==> config.mk <==
export PLATFORM = sky130hd
export DESIGN_NAME = fetch_stage
export DESIGN_NICKNAME = d
export VERILOG_FILES = /design/src/rtl/fetch_stage_pkg.sv /design/src/rtl/if_id_reg.sv /design/src/rtl/fetch_stage.sv
export SDC_FILE = /design/constraint.sdc
export NUM_CORES = 1
export LEC_CHECK = 0
export ABC_AREA = 1
export CORE_UTILIZATION = 60
export DETAILED_ROUTE_END_ITERATION = 10
export DONT_BUFFER_PORTS = 1
export PLACE_DENSITY = 0.81
export SYNTH_ARGS = -nofsm -noshare
export SYNTH_HDL_FRONTEND = slang
export SYNTH_SLANG_ARGS = --single-unit
==> constraint.sdc <==
create_clock -name clk -period 5.22 [get_ports clk]
set_input_delay 0.783 -clock clk [delete_from_list [all_inputs] [get_ports clk]]
set_output_delay 0.783 -clock clk [all_outputs]
set_load 0.005 [all_outputs]
==> src/rtl/fetch_stage_pkg.sv <==
// Shared pipeline definitions: opcode fields, bubble encoding and fetch states.
package fetch_stage_pkg;

    localparam logic [4:0]  OP_HALT   = 5'b00000;
    localparam logic [4:0]  OP_NOP    = 5'b00001;
    localparam logic [15:0] NOP_INSTR = {OP_NOP, 11'b0};

    typedef enum logic [1:0] {
        FETCH = 2'd0,
        WAIT  = 2'd1,
        HALT  = 2'd2
    } fetch_state_t;

    function automatic logic is_halt(input logic [15:0] word);
        return word[15:11] == OP_HALT;
    endfunction

endpackage

==> src/rtl/if_id_reg.sv <==
// Pipeline register with load/bubble controls; a bubble replaces the word with NOP.
module if_id_reg #(
    parameter int            W   = 16,
    parameter logic [W-1:0]  NOP = '0
) (
    input  logic         clk,
    input  logic         rst,
    input  logic         load,
    input  logic         bubble,
    input  logic [W-1:0] next_instr,
    input  logic [W-1:0] next_pc_inc,
    output logic [W-1:0] instr,
    output logic [W-1:0] pc_inc,
    output logic         valid
);

    // Load wins over bubble; a bubble keeps pc_inc so it tracks the last real word.
    always_ff @(posedge clk or posedge rst) begin
        if (rst) begin
            instr  <= NOP;
            pc_inc <= '0;
            valid  <= 1'b0;
        end else if (load) begin
            instr  <= next_instr;
            pc_inc <= next_pc_inc;
            valid  <= 1'b1;
        end else if (bubble) begin
            instr  <= NOP;
            valid  <= 1'b0;
        end
    end

endmodule

==> src/rtl/fetch_stage.sv <==
// Instruction-fetch stage: PC, instruction-memory handshake, one-word stall buffer and IF/ID register.
module fetch_stage #(
    parameter logic [15:0] RESET_PC  = 16'h0000,
    parameter logic [15:0] NOP_INSTR = fetch_stage_pkg::NOP_INSTR
) (
    input  logic        clk,
    input  logic        rst,
    input  logic        stall,
    input  logic        redirect,
    input  logic [15:0] redirect_pc,
    output logic        imem_req,
    output logic [15:0] imem_addr,
    input  logic [15:0] imem_rdata,
    input  logic        imem_done,
    output logic [15:0] instr,
    output logic [15:0] FD_instr,
    output logic [15:0] FD_pc_inc,
    output logic        FD_valid,
    output logic        halted,
    output logic        err
);
    import fetch_stage_pkg::*;

    fetch_state_t state_reg, state_next;
    logic [15:0]  pc_reg, pc_next;
    logic [15:0]  ibuf_reg, ibuf_next;
    logic         ibuf_valid_reg, ibuf_valid_next;
    logic         drop_reg, drop_next;
    logic         halted_reg, halted_next;
    logic         err_reg, err_next;

    logic         issue, misaligned, mem_hit, avail, fd_load;
    logic [15:0]  word;

    // A request goes out only from FETCH with an aligned PC and an empty buffer.
    always_comb begin
        misaligned = (state_reg == FETCH) && pc_reg[0];
        issue      = (state_reg == FETCH) && !ibuf_valid_reg && !pc_reg[0] && !rst;
        imem_req   = issue || ((state_reg == WAIT) && !rst);
        mem_hit    = imem_done && (issue || ((state_reg == WAIT) && !drop_reg));
        avail      = (state_reg != HALT) && (ibuf_valid_reg || mem_hit);
        word       = ibuf_valid_reg ? ibuf_reg : imem_rdata;
        instr      = avail ? word : NOP_INSTR;
    end

    assign imem_addr = pc_reg;
    assign halted    = halted_reg;
    assign err       = err_reg;

    always_comb begin
        state_next      = state_reg;
        pc_next         = pc_reg;
        ibuf_next       = ibuf_reg;
        ibuf_valid_next = ibuf_valid_reg;
        drop_next       = drop_reg;
        halted_next     = halted_reg;
        err_next        = err_reg;
        fd_load         = 1'b0;

        if (state_reg == HALT) begin
            // A redirect here means the HALT was on a mispredicted path.
            if (redirect) begin
                pc_next     = redirect_pc;
                halted_next = 1'b0;
                state_next  = FETCH;
            end
        end else if (redirect) begin
            pc_next         = redirect_pc;
            ibuf_valid_next = 1'b0;
            if (imem_req && !imem_done) begin
                state_next = WAIT;
                drop_next  = 1'b1;
            end else begin
                state_next = FETCH;
                drop_next  = 1'b0;
            end
        end else if (misaligned) begin
            err_next   = 1'b1;
            state_next = HALT;
        end else if (avail) begin
            if (stall) begin
                ibuf_next       = word;
                ibuf_valid_next = 1'b1;
                state_next      = FETCH;
            end else begin
                fd_load         = 1'b1;
                pc_next         = pc_reg + 16'd2;
                ibuf_valid_next = 1'b0;
                if (is_halt(word)) begin
                    halted_next = 1'b1;
                    state_next  = HALT;
                end else begin
                    state_next = FETCH;
                end
            end
        end else if (issue) begin
            state_next = WAIT;
        end else if ((state_reg == WAIT) && imem_done) begin
            // Discarded response of an access that a redirect overtook.
            drop_next  = 1'b0;
            state_next = FETCH;
        end
    end

    always_ff @(posedge clk or posedge rst) begin
        if (rst) begin
            state_reg      <= FETCH;
            pc_reg         <= RESET_PC;
            ibuf_reg       <= '0;
            ibuf_valid_reg <= 1'b0;
            drop_reg       <= 1'b0;
            halted_reg     <= 1'b0;
            err_reg        <= 1'b0;
        end else begin
            state_reg      <= state_next;
            pc_reg         <= pc_next;
            ibuf_reg       <= ibuf_next;
            ibuf_valid_reg <= ibuf_valid_next;
            drop_reg       <= drop_next;
            halted_reg     <= halted_next;
            err_reg        <= err_next;
        end
    end

    if_id_reg #(
        .W   (16),
        .NOP (NOP_INSTR)
    ) u_if_id (
        .clk         (clk),
        .rst         (rst),
        .load        (fd_load),
        .bubble      (!fd_load),
        .next_instr  (word),
        .next_pc_inc (pc_reg + 16'd2),
        .instr       (FD_instr),
        .pc_inc      (FD_pc_inc),
        .valid       (FD_valid)
    );

endmodule
---- After elaboration in Yosys (flattened, before gate mapping) ----
Cells that the tools add are included.
word-level totals
  word-level logic and storage cells ...... 96
  output and inout bits ................... 68
  flip-flop bits (word level) ............. 71
  bits of input ports ..................... 37
cells by class
  bitwise operators ....................... 3
  $add $sub $neg .......................... 1
  mux-type cells .......................... 42
  equal/unequal tests ..................... 9
  reductions and logical operators ........ 31
operators by type and width
  cell                                                             number
  16-bit 2-to-1 mux                                                9
  1-bit 2-to-1 mux                                                 24
  2-bit 2-to-1 mux                                                 9
  16-bit by 2-bit adder with 16-bit output, second input constant  1
  1-bit logical AND                                                10
  2-bit != test, second input constant                             5
  5-bit AND reduction                                              2
  3-bit AND reduction                                              2
  6-bit AND reduction                                              1
  2-bit nonzero test                                               3
  1-bit logical NOT                                                5
  5-bit logical NOT                                                1
  5-bit nonzero test                                               1
  2-bit by 1-bit != test with 1-bit output, second input constant  2
  4-bit AND reduction                                              1
  1-bit logical OR                                                 3
  1-bit NOT                                                        3
  2-bit by 1-bit == test with 1-bit output, second input constant  1
  2-bit == test, second input constant                             1
  2-bit logical NOT                                                1
  2-bit AND reduction                                              1

---- Longest topological paths before layout ----
  word-level depth ........................ 13
  depth in mapped cells ................... 12
  gate-level depth less buffers ........... 11

---- Hierarchy ----
A second synthesis with hierarchy kept.
second synthesis, totals
  cell total of the unflattened synthesis .. 492
  area, all modules ....................... 3854.9 sq um
modules (own cells, without submodules)
  module       instances  seq. area each (sq um)  cells each  area an instance (sq um)
  fetch_stage  1          950.9                   348         2560.0
  if_id_reg    1          827.0                   144         1295.0

---- Worst setup path after synthesis ----
No wires, ideal clock.
  path kind ............................... input to output
  start point ............................. input port imem_done
  end point ............................... output port instr[10]
  path buffers ............................ 1
  cell stages on the path ................. 7
  arrival ................................. 1.561 ns
  setup slack ............................. 2.876 ns
  required time ........................... 4.437 ns
  cell sequence ........................... nand3_1 nor2_1 nor2_1 nand2_1 nand2_4 buf_1 nor2_1
on the way
  word-level cells in the longest chain between the ends .. 4
RTL lines
  item               line               source
  from (decl)        fetch_stage.sv:14  input logic imem_done,
  1-bit logical AND  fetch_stage.sv:40  mem_hit = imem_done && (issue || ((state_reg == WAIT) && !drop_reg));
  1-bit logical OR   fetch_stage.sv:41  avail = (state_reg != HALT) && (ibuf_valid_reg || mem_hit);
  1-bit logical AND  fetch_stage.sv:41
  16-bit 2-to-1 mux  fetch_stage.sv:43  instr = avail ? word : NOP_INSTR;
  to (decl)          fetch_stage.sv:15  output logic [15:0] instr,
Every way passes these cells.

---- Final worst setup path ----
  start point ............................. register ibuf_valid_reg
  end point ............................... output port instr[11]
on the way
  word-level cells in the longest chain between the ends .. 9
  elaborated cells on any way between the ends .. 10
  those cells by class .................... mux: 2; reduce/logical: 8
RTL lines
  item                            line                source
  from (decl)                     fetch_stage.sv:27   logic ibuf_valid_reg, ibuf_valid_next;
  from (signal assigned)          fetch_stage.sv:118  ibuf_valid_reg <= ibuf_valid_next;
  1-bit logical NOT               fetch_stage.sv:38   issue = (state_reg == FETCH) && !ibuf_valid_reg && !pc_reg[0] && !rst;
  1-bit logical AND (3 in a row)  fetch_stage.sv:38
  1-bit logical OR                fetch_stage.sv:40
  1-bit logical AND               fetch_stage.sv:40
  1-bit logical OR                fetch_stage.sv:41
  1-bit logical AND               fetch_stage.sv:41
  16-bit 2-to-1 mux (*)           fetch_stage.sv:43
Mark *: on every way between the ends. The rest lies on a longest branch, timed or not.

==> flow_summary.toml <==
[clock_network]
cts_root_buffer = "clkbuf_8"
insertion_delay_ns = 0.34
cts_buffers = 9
cts_tree = "built"
cts_hold_buf = 0
clk_pin_slew_ns = 0.08
cts_max_path_buffers = 2
post-cts-setup-buffer-count = 0
htreeDepth = 3
clock-sinks = 71
cts_resized = 0

[sta]
fmax_mhz = 357
post-route-period-util_pct = 53.7
timing.final.ws_setup_ns = 2.42
finalHoldViolations = 0
worst_pin_slew_ns = 0.893
drv_slew = 0
max_slew_margin_pct = 40.4
setup_violations = 0
rsz0062_at_grt = "false"
layout_min_cycle_time_ns = 2.80
skew_ns = 0.00668
fin_tns_setup_ns = 0

[pwr]
clock_power_share_pct = 20.7
power_frac_comb_pct = 29.8
ir_worst_vdd_mv = 0.253
p_switching_mw = 0.763
p_leak_nw = 1.83
power_density_mw_per_mm2 = 514
switching_share_pct = 41.0
internal_power_mw = 1.10
p_seq_share_pct = 49.4

[placement]
portBuffers = 0
place_congestion = 0.900
pre_cts_ws_ns = 2.77
dpl.hpwl_um = 5000

[routing]
totalWireLength_um = 7090
first_iter_violations = 167
drt_pass1_iterations = 4
vias_per_cell = 5.44
via_count = 2680
final_antenna_net_count = 0
drc = 0
avgRoutedWirePerCell_um = 14.4

[die]
ios = 105
dieArea_mm2 = 0.00605
dieWidth_um = 77.8
start_util_pct = 62.5
die_h_um = 77.8
rows = 27
core-area_mm2 = 0.00551

[global_route]
grtUsageTotal_pct = 25.3
grt.overflow.total = 0
antenna_found_initial = 0
grt_pass1_wl_um = 11800
grt_max_degree = 72
grt_pass1_vias = 2501

[job]
max-cap-violations = 0

[worst_setup_path]
cp_slowest_stage_delay_ns = 0.93
end_kind = "output port"
critical_path_arrival_ns = 2.02
worstSetupPathType = "flip-flop to output port"
slowest_stage = "dfrtp_1"
setup.worst_path.start_class = "flip-flop"
crit_fanout = 20
crit_required_ns = 4.44
crit_buf_inv = 1
worstPathCellList = "nor2_1 -> nand4_1 -> nand2_1 -> nand2_4 -> inv_4 -> nand2_1"
cp_common_cell = "nand2_1"
critPathTopFamily = "flip-flops"

[synthesis]
synth_ff_type = "dfrtp_1"
synth_area_leaders = "dfrtp_1 51%, nand2_1 15%, nor2_1 5.0%"
yosysSeqAreaShare_pct = 51.6
ys_ff_latch = 71
async_reset_ff_share_pct = 100
yosysMostFrequentCell = "nand2_1"
syn_avg_cell_area_um2 = 8.22
ys_top_cells_by_count = "134 x nand2_1, 70 x dfrtp_1, 46 x nor2_1"
synth_area_mm2 = 0.00344
synth-edff-count = 0
synthCells = 419
synth.top_cell.area_share_pct = 50.9
yosysWarnings = 0
synth_nets = 457
yosysUniqueCellTypes = 35
synth_area_leader_cell = "dfrtp_1"

[finish]
fin_nets = 454
syn_to_final_growth_pct = 5.01
n_antenna_cell = 0
drive_gt1_share_pct = 8.08
fin_util_pct = 65.7

[min_path]
hold_path.class = "flip-flop to flip-flop"

[run_status]
status = "completed"
[final cells by class]
class / count / area (um2)
clock inverters: 7 / 48.8
fillers: 465 / 1890
well taps: 72 / 90.1
multi-input cells: 292 / 1410
flip-flops and latches: 71 / 1780
repair buffers: 1 / 7.51
inverters: 41 / 156
clock buffers: 9 / 124
[worst paths after layout]
check	start	end	slack, ns	depth (start not counted)
worst max-delay path	ibuf_valid_reg	instr[11]	2.42	6
worst min-delay path	ibuf_reg[7]	ibuf_reg[7]	0.49	2
worst max register to register	ibuf_valid_reg	u_if_id.pc_inc[15]	2.78	9
worst min register to register	ibuf_reg[7]	ibuf_reg[7]	0.49	2
max in group asynchronous	rst	halted	4.04	2
min in group asynchronous	rst	err	0.58	2
[through the flow]
step           power [mW]  std cells  cell area [um2]  hold slack [ns]
2_1_floorplan        1.35        419             3440            0.453
3_3_place_gp         1.46        477             3440            0.467
3_5_place_dp         1.48        477             3440            0.474
4_1_cts              1.87        493             3620            0.494
5_1_grt              2.01        493             3620            0.519
6_report             1.86        493             3620            0.490
[power by group through the flow]
stage / combinational (mW) / clock (mW) / sequential, mW
6_report: 0.554 / 0.385 / 0.919
5_1_grt: 0.643 / 0.417 / 0.946
4_1_cts: 0.557 / 0.389 / 0.920
3_5_place_dp: 0.556 / 0 / 0.929
3_3_place_gp: 0.532 / 0 / 0.924
2_1_floorplan: 0.489 / 0 / 0.864
[cell usage in the layout (no fill, tap or decap)]
cell | synthesis | final
a21oi_1 | 2 | 2
and3_1 | 1 | 1
buf_4 | 3 | 1
clkbuf_8 | 0 | 9
clkinv_2 | 0 | 2
clkinvlp_4 | 0 | 4
dfrtp_1 | 70 | 70
dfstp_2 | 1 | 1
ha_1 | 1 | 1
inv_1 | 38 | 37
inv_2 | 2 | 3
inv_4 | 1 | 1
inv_6 | 0 | 1
mux2i_1 | 12 | 12
nand2_1 | 134 | 134
nand2_2 | 2 | 2
nand2_4 | 1 | 1
nand3_1 | 15 | 15
nand3_4 | 2 | 2
nand3b_1 | 1 | 1
nand4_1 | 3 | 3
nor2_1 | 46 | 46
nor2_2 | 1 | 1
nor2_4 | 1 | 1
nor3_1 | 3 | 3
o21ai_0 | 30 | 30
o21ai_1 | 19 | 19
o21ai_2 | 1 | 1
o21bai_2 | 1 | 1
o22a_1 | 1 | 1
o22ai_1 | 1 | 1
o31ai_1 | 1 | 1
or2_2 | 3 | 3
xnor2_1 | 1 | 1
xor2_1 | 9 | 9
[worst register-to-register path, cell delays in order (launching register included)]
cell	delay, ns
dfrtp_1	0.93
nor2_1	0.15
nand4_1	0.12
nand2_1	0.09
nand2_4	0.21
inv_4	0.08
nand3_4	0.34
inv_1	0.25
nand2_1	0.12
nand2_1	0.05
[logic make-up after synthesis]
family | Yosys count | share of synthesized area [%]
AND/OR/NAND/NOR | 213 | 25.9
flip-flops | 71 | 51.6
XOR/XNOR | 10 | 2.54
AO/OA/AOI/OAI | 56 | 8.65
buffers and inverters | 56 | 7.38
adder cells (fa/ha/maj) | 1 | 0.363
multiplexers | 12 | 3.49
[metal layers]
metal	vias up	wire length [um]	track usage, %
met5	-	0	0
met4	0	118	11.5
met3	13	562	6.82
met2	106	3370	39.8
met1	1246	3040	32.6
li1	1315	-	-
Power figures use the tool's default switching activity.
